<file path="config.mk">
export PLATFORM = sky130hd
export DESIGN_NAME = serial_sequencer
export DESIGN_NICKNAME = d
export VERILOG_FILES = /design/src/rtl/serial_sequencer.sv
export SDC_FILE = /design/constraint.sdc
export NUM_CORES = 1
export LEC_CHECK = 0
export CORE_MARGIN = 2
export CORE_UTILIZATION = 50
export CTS_BUF_LIST = sky130_fd_sc_hd__clkbuf_8
export DETAILED_ROUTE_END_ITERATION = 12
export PLACE_DENSITY = 0.77
export SKIP_LAST_GASP = 1
export SLEW_MARGIN = 5
export SYNTH_ARGS = -nofsm -noshare
export SYNTH_HDL_FRONTEND = slang
export SYNTH_SLANG_ARGS = --single-unit
</file>
<file path="constraint.sdc">
create_clock -name clk -period 3.03 [get_ports clk]
set_input_delay 0.303 -clock clk [delete_from_list [all_inputs] [get_ports clk]]
set_output_delay 0.303 -clock clk [all_outputs]
set_load 0.01 [all_outputs]
</file>
<file path="src/rtl/serial_sequencer.sv">
// Bit-level sequencer for the bit-serial datapath: turns one alu_start pulse into
// per-cycle shift enables, zero-fill, carry seed and a one-cycle completion pulse.
module serial_sequencer #(
   parameter int WIDTH = 8,
   parameter int CW    = 3
) (
   input  logic          clk,
   input  logic          rst_n,
   input  logic          start,
   input  logic          abort,
   input  logic [2:0]    alu_op,
   input  logic [CW-1:0] shamt,
   output logic          src_shift_en,
   output logic          acc_shift_en,
   output logic          zero_fill,
   output logic          first_bit,
   output logic          carry_seed,
   output logic [CW-1:0] bit_idx,
   output logic          busy,
   output logic          bit_done
);

   // state  | meaning
   // S_IDLE | waiting for start; op/shamt latched on start
   // S_SKIP | SRLI only: discard shamt low source bits, accumulator held
   // S_RUN  | WIDTH cycles, one result bit written per cycle
   // S_DONE | one-cycle bit_done, then back to idle
   typedef enum logic [1:0] {S_IDLE, S_SKIP, S_RUN, S_DONE} state_t;

   localparam logic [2:0]  OP_SUB   = 3'b001;
   localparam logic [2:0]  OP_SLLI  = 3'b101;
   localparam logic [2:0]  OP_SRLI  = 3'b110;
   localparam logic [CW:0] CNT_LAST = (CW+1)'(WIDTH - 1);
   localparam logic [CW:0] CNT_W    = (CW+1)'(WIDTH);

   state_t        state_q, state_d;
   logic [CW:0]   cnt_q, cnt_d;
   logic [2:0]    op_q, op_d;
   logic [CW-1:0] shamt_q, shamt_d;

   logic          src_shift_en_q, src_shift_en_d;
   logic          acc_shift_en_q, acc_shift_en_d;
   logic          zero_fill_q, zero_fill_d;
   logic          first_bit_q, first_bit_d;
   logic          carry_seed_q, carry_seed_d;
   logic [CW-1:0] bit_idx_q, bit_idx_d;
   logic          busy_q, busy_d;
   logic          bit_done_q, bit_done_d;

   logic [CW:0]   shamt_ext_q;
   logic [CW:0]   shamt_ext_d;
   logic          run_d;
   logic          fill_d;

   assign shamt_ext_q = {1'b0, shamt_q};
   assign shamt_ext_d = {1'b0, shamt_d};

   always_comb begin
      state_d = state_q;
      cnt_d   = cnt_q;
      op_d    = op_q;
      shamt_d = shamt_q;
      case (state_q)
         S_IDLE: begin
            if (start) begin
               op_d    = alu_op;
               shamt_d = shamt;
               cnt_d   = '0;
               if (alu_op == OP_SRLI && shamt != '0) state_d = S_SKIP;
               else                                  state_d = S_RUN;
            end
         end
         S_SKIP: begin
            if (abort) begin
               state_d = S_IDLE;
               cnt_d   = '0;
            end else if (cnt_q == shamt_ext_q - 1'b1) begin
               state_d = S_RUN;
               cnt_d   = '0;
            end else begin
               cnt_d = cnt_q + 1'b1;
            end
         end
         S_RUN: begin
            if (abort) begin
               state_d = S_IDLE;
               cnt_d   = '0;
            end else if (cnt_q == CNT_LAST) begin
               state_d = S_DONE;
               cnt_d   = '0;
            end else begin
               cnt_d = cnt_q + 1'b1;
            end
         end
         S_DONE: state_d = S_IDLE;
         default: begin
            state_d = S_IDLE;
            cnt_d   = '0;
         end
      endcase
   end

   // Outputs are decoded from the next-state values and registered, so they line
   // up with the state they describe and never see start/abort combinationally.
   always_comb begin
      run_d  = (state_d == S_RUN);
      fill_d = run_d &&
               ((op_d == OP_SLLI && cnt_d < shamt_ext_d) ||
                (op_d == OP_SRLI && cnt_d >= CNT_W - shamt_ext_d));
      src_shift_en_d = (state_d == S_SKIP) || (run_d && !fill_d);
      acc_shift_en_d = run_d;
      zero_fill_d    = fill_d;
      first_bit_d    = run_d && (cnt_d == '0);
      carry_seed_d   = run_d && (cnt_d == '0) && (op_d == OP_SUB);
      bit_idx_d      = run_d ? cnt_d[CW-1:0] : '0;
      busy_d         = (state_d == S_SKIP) || run_d;
      bit_done_d     = (state_d == S_DONE);
   end

   always_ff @(posedge clk) begin
      if (!rst_n) begin
         state_q        <= S_IDLE;
         cnt_q          <= '0;
         op_q           <= '0;
         shamt_q        <= '0;
         src_shift_en_q <= 1'b0;
         acc_shift_en_q <= 1'b0;
         zero_fill_q    <= 1'b0;
         first_bit_q    <= 1'b0;
         carry_seed_q   <= 1'b0;
         bit_idx_q      <= '0;
         busy_q         <= 1'b0;
         bit_done_q     <= 1'b0;
      end else begin
         state_q        <= state_d;
         cnt_q          <= cnt_d;
         op_q           <= op_d;
         shamt_q        <= shamt_d;
         src_shift_en_q <= src_shift_en_d;
         acc_shift_en_q <= acc_shift_en_d;
         zero_fill_q    <= zero_fill_d;
         first_bit_q    <= first_bit_d;
         carry_seed_q   <= carry_seed_d;
         bit_idx_q      <= bit_idx_d;
         busy_q         <= busy_d;
         bit_done_q     <= bit_done_d;
      end
   end

   assign src_shift_en = src_shift_en_q;
   assign acc_shift_en = acc_shift_en_q;
   assign zero_fill    = zero_fill_q;
   assign first_bit    = first_bit_q;
   assign carry_seed   = carry_seed_q;
   assign bit_idx      = bit_idx_q;
   assign busy         = busy_q;
   assign bit_done     = bit_done_q;

endmodule

</file>
======== After elaboration in Yosys (flattened, before gate mapping) ========
Index checks and enable logic that the tools add are counted.
operators by class
  add/subtract/negate cells ............... 3
  order comparisons ....................... 2
  equal/unequal tests ..................... 12
  multiplexer cells ....................... 17
  reductions and logical operators ........ 15
operators with widths
  operator                                                             count
  4-bit 2-to-1 mux                                                     5
  2-bit 2-to-1 mux                                                     6
  3-bit 2-to-1 mux                                                     4
  4-bit one-hot mux with 3 select lines                                1
  3-bit == test (second input constant)                                3
  2-bit == test (second input constant)                                4
  2-bit one-hot mux with 4 select lines                                1
  1-bit logical AND                                                    7
  4-bit by 1-bit adder with 4-bit output (second input constant)       1
  2-bit by 1-bit == test with 1-bit output (second input constant)     2
  4-bit by 3-bit == test with 1-bit output (second input constant)     1
  4-bit == test                                                        1
  4-bit greater-or-equal comparator                                    1
  4-bit zero test                                                      1
  4-bit by 3-bit < comparator with 1-bit output                        1
  3-bit by 1-bit subtractor with 4-bit output (second input constant)  1
  4-bit by 3-bit subtractor with 4-bit output (first input constant)   1
  3-bit by 1-bit == test with 1-bit output (second input constant)     1
  1-bit logical OR                                                     3
  3-bit nonzero test                                                   1
  2-bit zero test                                                      1
  2-bit AND reduction                                                  1
  1-bit zero test                                                      1
storage, ports and cells
  register bits after elaboration ......... 22
  input bits .............................. 10
  output and inout bits ................... 10

======== Logic depth before layout (Yosys ltp) ========
  depth in word-level cells ............... 12
  mapped depth ............................ 14

======== Least setup slack after synthesis ========
No wires, ideal clock.
  path kind ............................... register to register
  start ................................... register shamt_q[0]
  end ..................................... register src_shift_en_q (netlist: src_shift_en)
  library setup time ...................... 0.117 ns
  data arrival time ....................... 2.847 ns
  path slack .............................. 0.066 ns
  cell stages (with the launch flop) ...... 13
  path buffers ............................ 0
  clock period less this slack ............ 2.964 ns
  path through ............................ dfxtp_1 -> inv_1 -> ha_1 -> xnor2_1 -> nor3_2 -> o211ai_1 -> a32oi_1 -> inv_1 -> ha_1 -> a21oi_1 -> maj3_1 -> or4b_1 -> a32o_1
between the ends
  cells in the longest elaborated chain, start to end .. 12
RTL lines
  item                                                                                                       RTL line  source
  from (decl)                                                                                                39        logic [CW-1:0] shamt_q, shamt_d;
  from (signal assigned)                                                                                     138       shamt_q <= shamt_d;
  3-bit by 1-bit subtractor with 4-bit output *                                                              77        end else if (cnt_q == shamt_ext_q - 1'b1) begin
  4-bit == test *                                                                                            77
  4-bit 2-to-1 mux *                                                                                         77
  4-bit 2-to-1 mux *                                                                                         74        if (abort) begin
  4-bit one-hot mux with 3 select lines *                                                                    63        case (state_q)
  net cnt_d[1]                                                                                               37        logic [CW:0] cnt_q, cnt_d;
  4-bit by 3-bit < comparator with 1-bit output / 4-bit greater-or-equal comparator (equally long branches)  108, 109
  1-bit logical AND, on equally long branches                                                                108, 109
  1-bit logical OR *                                                                                         108       ((op_d == OP_SLLI && cnt_d < shamt_ext_d) ||
  1-bit logical AND *                                                                                        107       fill_d = run_d &&
  1-bit zero test *                                                                                          110       src_shift_en_d = (state_d == S_SKIP) || (run_d && !fill_d);
  1-bit logical AND *                                                                                        110
  1-bit logical OR *                                                                                         110
  to (signal assigned)                                                                                       139       src_shift_en_q <= src_shift_en_d;
  to (decl)                                                                                                  41        logic src_shift_en_q, src_shift_en_d;
The timed path passes the listed nets; every way through them passes the cells marked *.
A chain may end at the register's enable or synchronous reset.

======== Final worst setup path ========
  start ................................... register cnt_q[1]
  end ..................................... register src_shift_en_q (netlist: src_shift_en)
between the ends
  cells in the longest elaborated chain, start to end .. 11
RTL lines
  item                                                                                                       RTL line  source
  from (decl)                                                                                                37
  from (signal assigned)                                                                                     136       cnt_q <= cnt_d;
  4-bit by 1-bit adder with 4-bit output, or another cell as far along                                       81, 92
  4-bit 2-to-1 mux, on equally long branches                                                                 88, 77
  4-bit 2-to-1 mux, on equally long branches                                                                 85, 74
  4-bit one-hot mux with 3 select lines *                                                                    63
  net cnt_d[1]                                                                                               37
  4-bit by 3-bit < comparator with 1-bit output / 4-bit greater-or-equal comparator (equally long branches)  108, 109
  1-bit logical AND, on equally long branches                                                                108, 109
  1-bit logical OR *                                                                                         108
  1-bit logical AND *                                                                                        107
  1-bit zero test *                                                                                          110
  1-bit logical AND *                                                                                        110
  1-bit logical OR *                                                                                         110
Marked as above.

==> results.sh <==
export IMPL_final_common_cell="nor2_1"
export IMPL_instances_no_fill=211
export IMPL_ioPinCount=20
export IMPL_dp_hpwl_um=2350
export IMPL_slowest_stage="or4b_4"
export IMPL_overflow=0
export IMPL_ys_types=46
export IMPL_dr_pass1_iters=4
export IMPL_most_common_layout_cells="22 x nor2_1, 19 x dfxtp_1, 19 x clkdlybuf4s50_1"
export IMPL_r2r_end="src_shift_en"
export IMPL_fin_nets=202
export IMPL_start_kind="flop"
export IMPL_dp_cells=204
export IMPL_period_minus_slack_ns=2.92
export IMPL_yosysSeqAreaShare_pct=34.1
export IMPL_cp_startpoint="cnt_q[1]"
export IMPL_cts_tree="done"
export IMPL_grt_start_max_net_pins=14
export IMPL_slowest_delay_ns=0.46
export IMPL_worst_slew_pin_slew_ns=0.462
export IMPL_drt_initial_drc_count=37
export IMPL_finalHoldViolCount=0
export IMPL_holdWs_ns=0.522
export IMPL_critical_path_endpoint="src_shift_en"
export IMPL_timing_slew_headroom_pct=69.1
export IMPL_met2_length_um=1720
export IMPL_hp_class="reg2reg"
export IMPL_slew_violations=0
export IMPL_wl_met3_um=156
export IMPL_drc=0
export IMPL_wl_per_cell_um=15.9
export IMPL_finalSetupTns_ns=0
export IMPL_synthesis_area_mm2=0.00129
export IMPL_postSynthCellCount=149
export IMPL_grt_antenna_before_repair=0
export IMPL_arrival_ns=3.08
export IMPL_routed_wl_um=3360
export IMPL_initial_utilization_pct=52.5
export IMPL_setup_violations=0
export IMPL_die_width_um=54.8
export IMPL_met1Wirelength_um=1420
export IMPL_crit_chain="ha_1 -> nand3b_1 -> a21oi_1 -> nor2_1 -> a32oi_2 -> inv_2 -> ha_4 -> a21oi_2 -> maj3_1 -> or4b_4 -> a32o_1"
export IMPL_worstPathRequired_ns=3.19
export IMPL_p_leak_nw=0.702
export IMPL_r2r_cells=11
export IMPL_synth_ff_type="dfxtp_1"
export IMPL_max_freq_mhz=342
export IMPL_yosysWarnings=0
export IMPL_clk_pin_slew_ns=0.08
export IMPL_cts_made_buffers=3
export IMPL_finish_utilization_pct=70.1
export IMPL_irDropWorstVdd_uv=418
export IMPL_dieHeight_um=54.8
export IMPL_cts_num_sinks=22
export IMPL_grt_pass1_wl_um=5060
export IMPL_synth_seq_cells=22
export IMPL_outcome="complete, no violations"
export IMPL_worstPathMaxFanout=5
export IMPL_h_tree_depth=1
export IMPL_syn_avg_cell_area_um2=8.66
export IMPL_cts_buffer_depth=2
export IMPL_syn_num_nets=169
export IMPL_clock_skew_ns=0.00327
export IMPL_row_count=18
export IMPL_final_antenna_net_count=0
export IMPL_synth_edf_count=0
export IMPL_post_route_period_util_pct=96.5
export IMPL_r2r_start="cnt_q[1]"
export IMPL_grt_pass1_vias=1149
export IMPL_vias=1223
export IMPL_dr_max_layer_used="met4"
export IMPL_hold_path_depth=2
export IMPL_place_gp_congestion=0.966
export IMPL_antenna_cells=0
export IMPL_end_kind="flop"
export IMPL_crit_type="reg2reg"
export IMPL_cts_root_buf="clkbuf_8"
export IMPL_numPortBuffers=19
export IMPL_clock_latency_ns=0.26
export IMPL_area_growth_syn_to_layout_pct=33.4
export IMPL_reg2reg_slack_ns=0.11
export IMPL_via_per_inst=5.80
export IMPL_async_flop_share_pct=0
export IMPL_drive_gt1_share_pct=20.4
export IMPL_core_mm2=0.00245
export IMPL_maxCapViolCount=0
export IMPL_grt_use_total_pct=23.7
export IMPL_fp_dieArea_mm2=0.00300
export IMPL_cellPowerDensity_mw_per_mm2=435
-- state kept, by name (all words and copies together), names as in the netlist --
signal / flops
acc_shift_en: 1
bit_done: 1
bit_idx: 3
busy: 1
carry_seed: 1
cnt_q: 4
first_bit: 1
op_q: 3
shamt_q: 3
src_shift_en: 1
state_q: 2
zero_fill: 1
-- final cells by class --
type                            instances  area, um^2
Clock inverter                          1        30.0
Inverter                               15        56.3
Multi-Input combinational cell        107         816
Clock buffer                            3        41.3
Tap cell                               30        37.5
Sequential cell                        22         444
Timing Repair Buffer                   33         295
Fill cell                             184         734
-- synthesized netlist by cell type, types with 2 or more instances --
library cell / number / share of area (%)
dfxtp_1: 22 / 34
nor2_1: 22 / 6.4
inv_1: 14 / 4.1
ha_1: 10 / 9.7
a21oi_1: 8 / 3.1
and2_1: 4 / 1.9
mux2i_1: 4 / 3.1
nand2_1: 4 / 1.2
nand3_1: 4 / 1.6
xnor2_1: 4 / 2.7
a31oi_1: 3 / 1.5
nor3_1: 3 / 1.2
o21ai_0: 3 / 1.2
a21o_1: 2 / 1.2
clkbuf_1: 2 / 0.58
nand3b_1: 2 / 1.2
nand4_1: 2 / 0.97
nor2b_1: 2 / 0.97
nor3b_1: 2 / 1.2
nor3b_2: 2 / 1.9
nor4b_1: 2 / 1.4
o211ai_1: 2 / 1.2
o21a_1: 2 / 1.2
or4b_1: 2 / 1.6
-- power by group --
part           switching, mW  internal (mW)
Clock                 0.0960          0.177
Combinational         0.0813         0.0801
Sequential            0.0109          0.303
-- worst max-delay path: cells and delay by family (launching register included) --
kind / cells / cell delay [ns]
fa+ha+maj: 3 / 0.64
simple gates: 3 / 0.71
compound gates: 4 / 0.95
buf+inv: 1 / 0.09
flops: 1 / 0.43
-- layer usage --
metal / vias to the layer above / global-route usage [%]
met3: 8 / 3.28
met4: 0 / 7.08
met5: - / 0
met2: 43 / 42.3
li1: 589 / -
met1: 583 / 29.2
-- per-stage QoR --
stage | instance area [um^2] | power, mW | worst slack (ns)
floorplan | 1290 | 0.404 | 0.0661
global placement | 1570 | 0.456 | 0.0726
detailed placement | 1570 | 0.461 | -0.0584
CTS | 1670 | 0.730 | 0.00246
global route | 1720 | 0.774 | -0.0119
finish | 1720 | 0.748 | 0.106
-- cell families (layout without fill, tap and decap cells) --
logic type | after synthesis | in the layout | share of synthesized area (%)
muxes | 4 | 4 | 3.10
buffers and inverters | 20 | 52 | 6.79
DFF | 22 | 22 | 34.1
xor gates and xnor gates | 4 | 4 | 2.72
and+or+nand+nor | 59 | 59 | 26.5
adders and majority gates | 11 | 11 | 10.5
AOI/OAI and AO/OA | 29 | 29 | 16.3
-- worst min-delay path by stage --
stage / startpoint / slack (ns) / endpoint
6_report: op_q[1] / 0.52 / op_q[1]
2_1_floorplan: rst_n / 0.42 / bit_done
3_5_place_dp: op_q[1] / 0.51 / op_q[1]
3_3_place_gp: op_q[0] / 0.49 / op_q[0]
4_1_cts: op_q[1] / 0.53 / op_q[1]
5_1_grt: op_q[0] / 0.59 / op_q[0]
-- timing repair --
| item | 4_1_cts | 5_1_grt |
|---|---|---|
| setup buffers | 2 | 1 |
| hold buffers | 0 | 0 |
| pin swaps | 3 | 5 |
| gates resized for setup | 2 | 12 |
| setup endpoints to repair | 1 | 2 |
No activity file was read; power rests on OpenSTA's default activity.
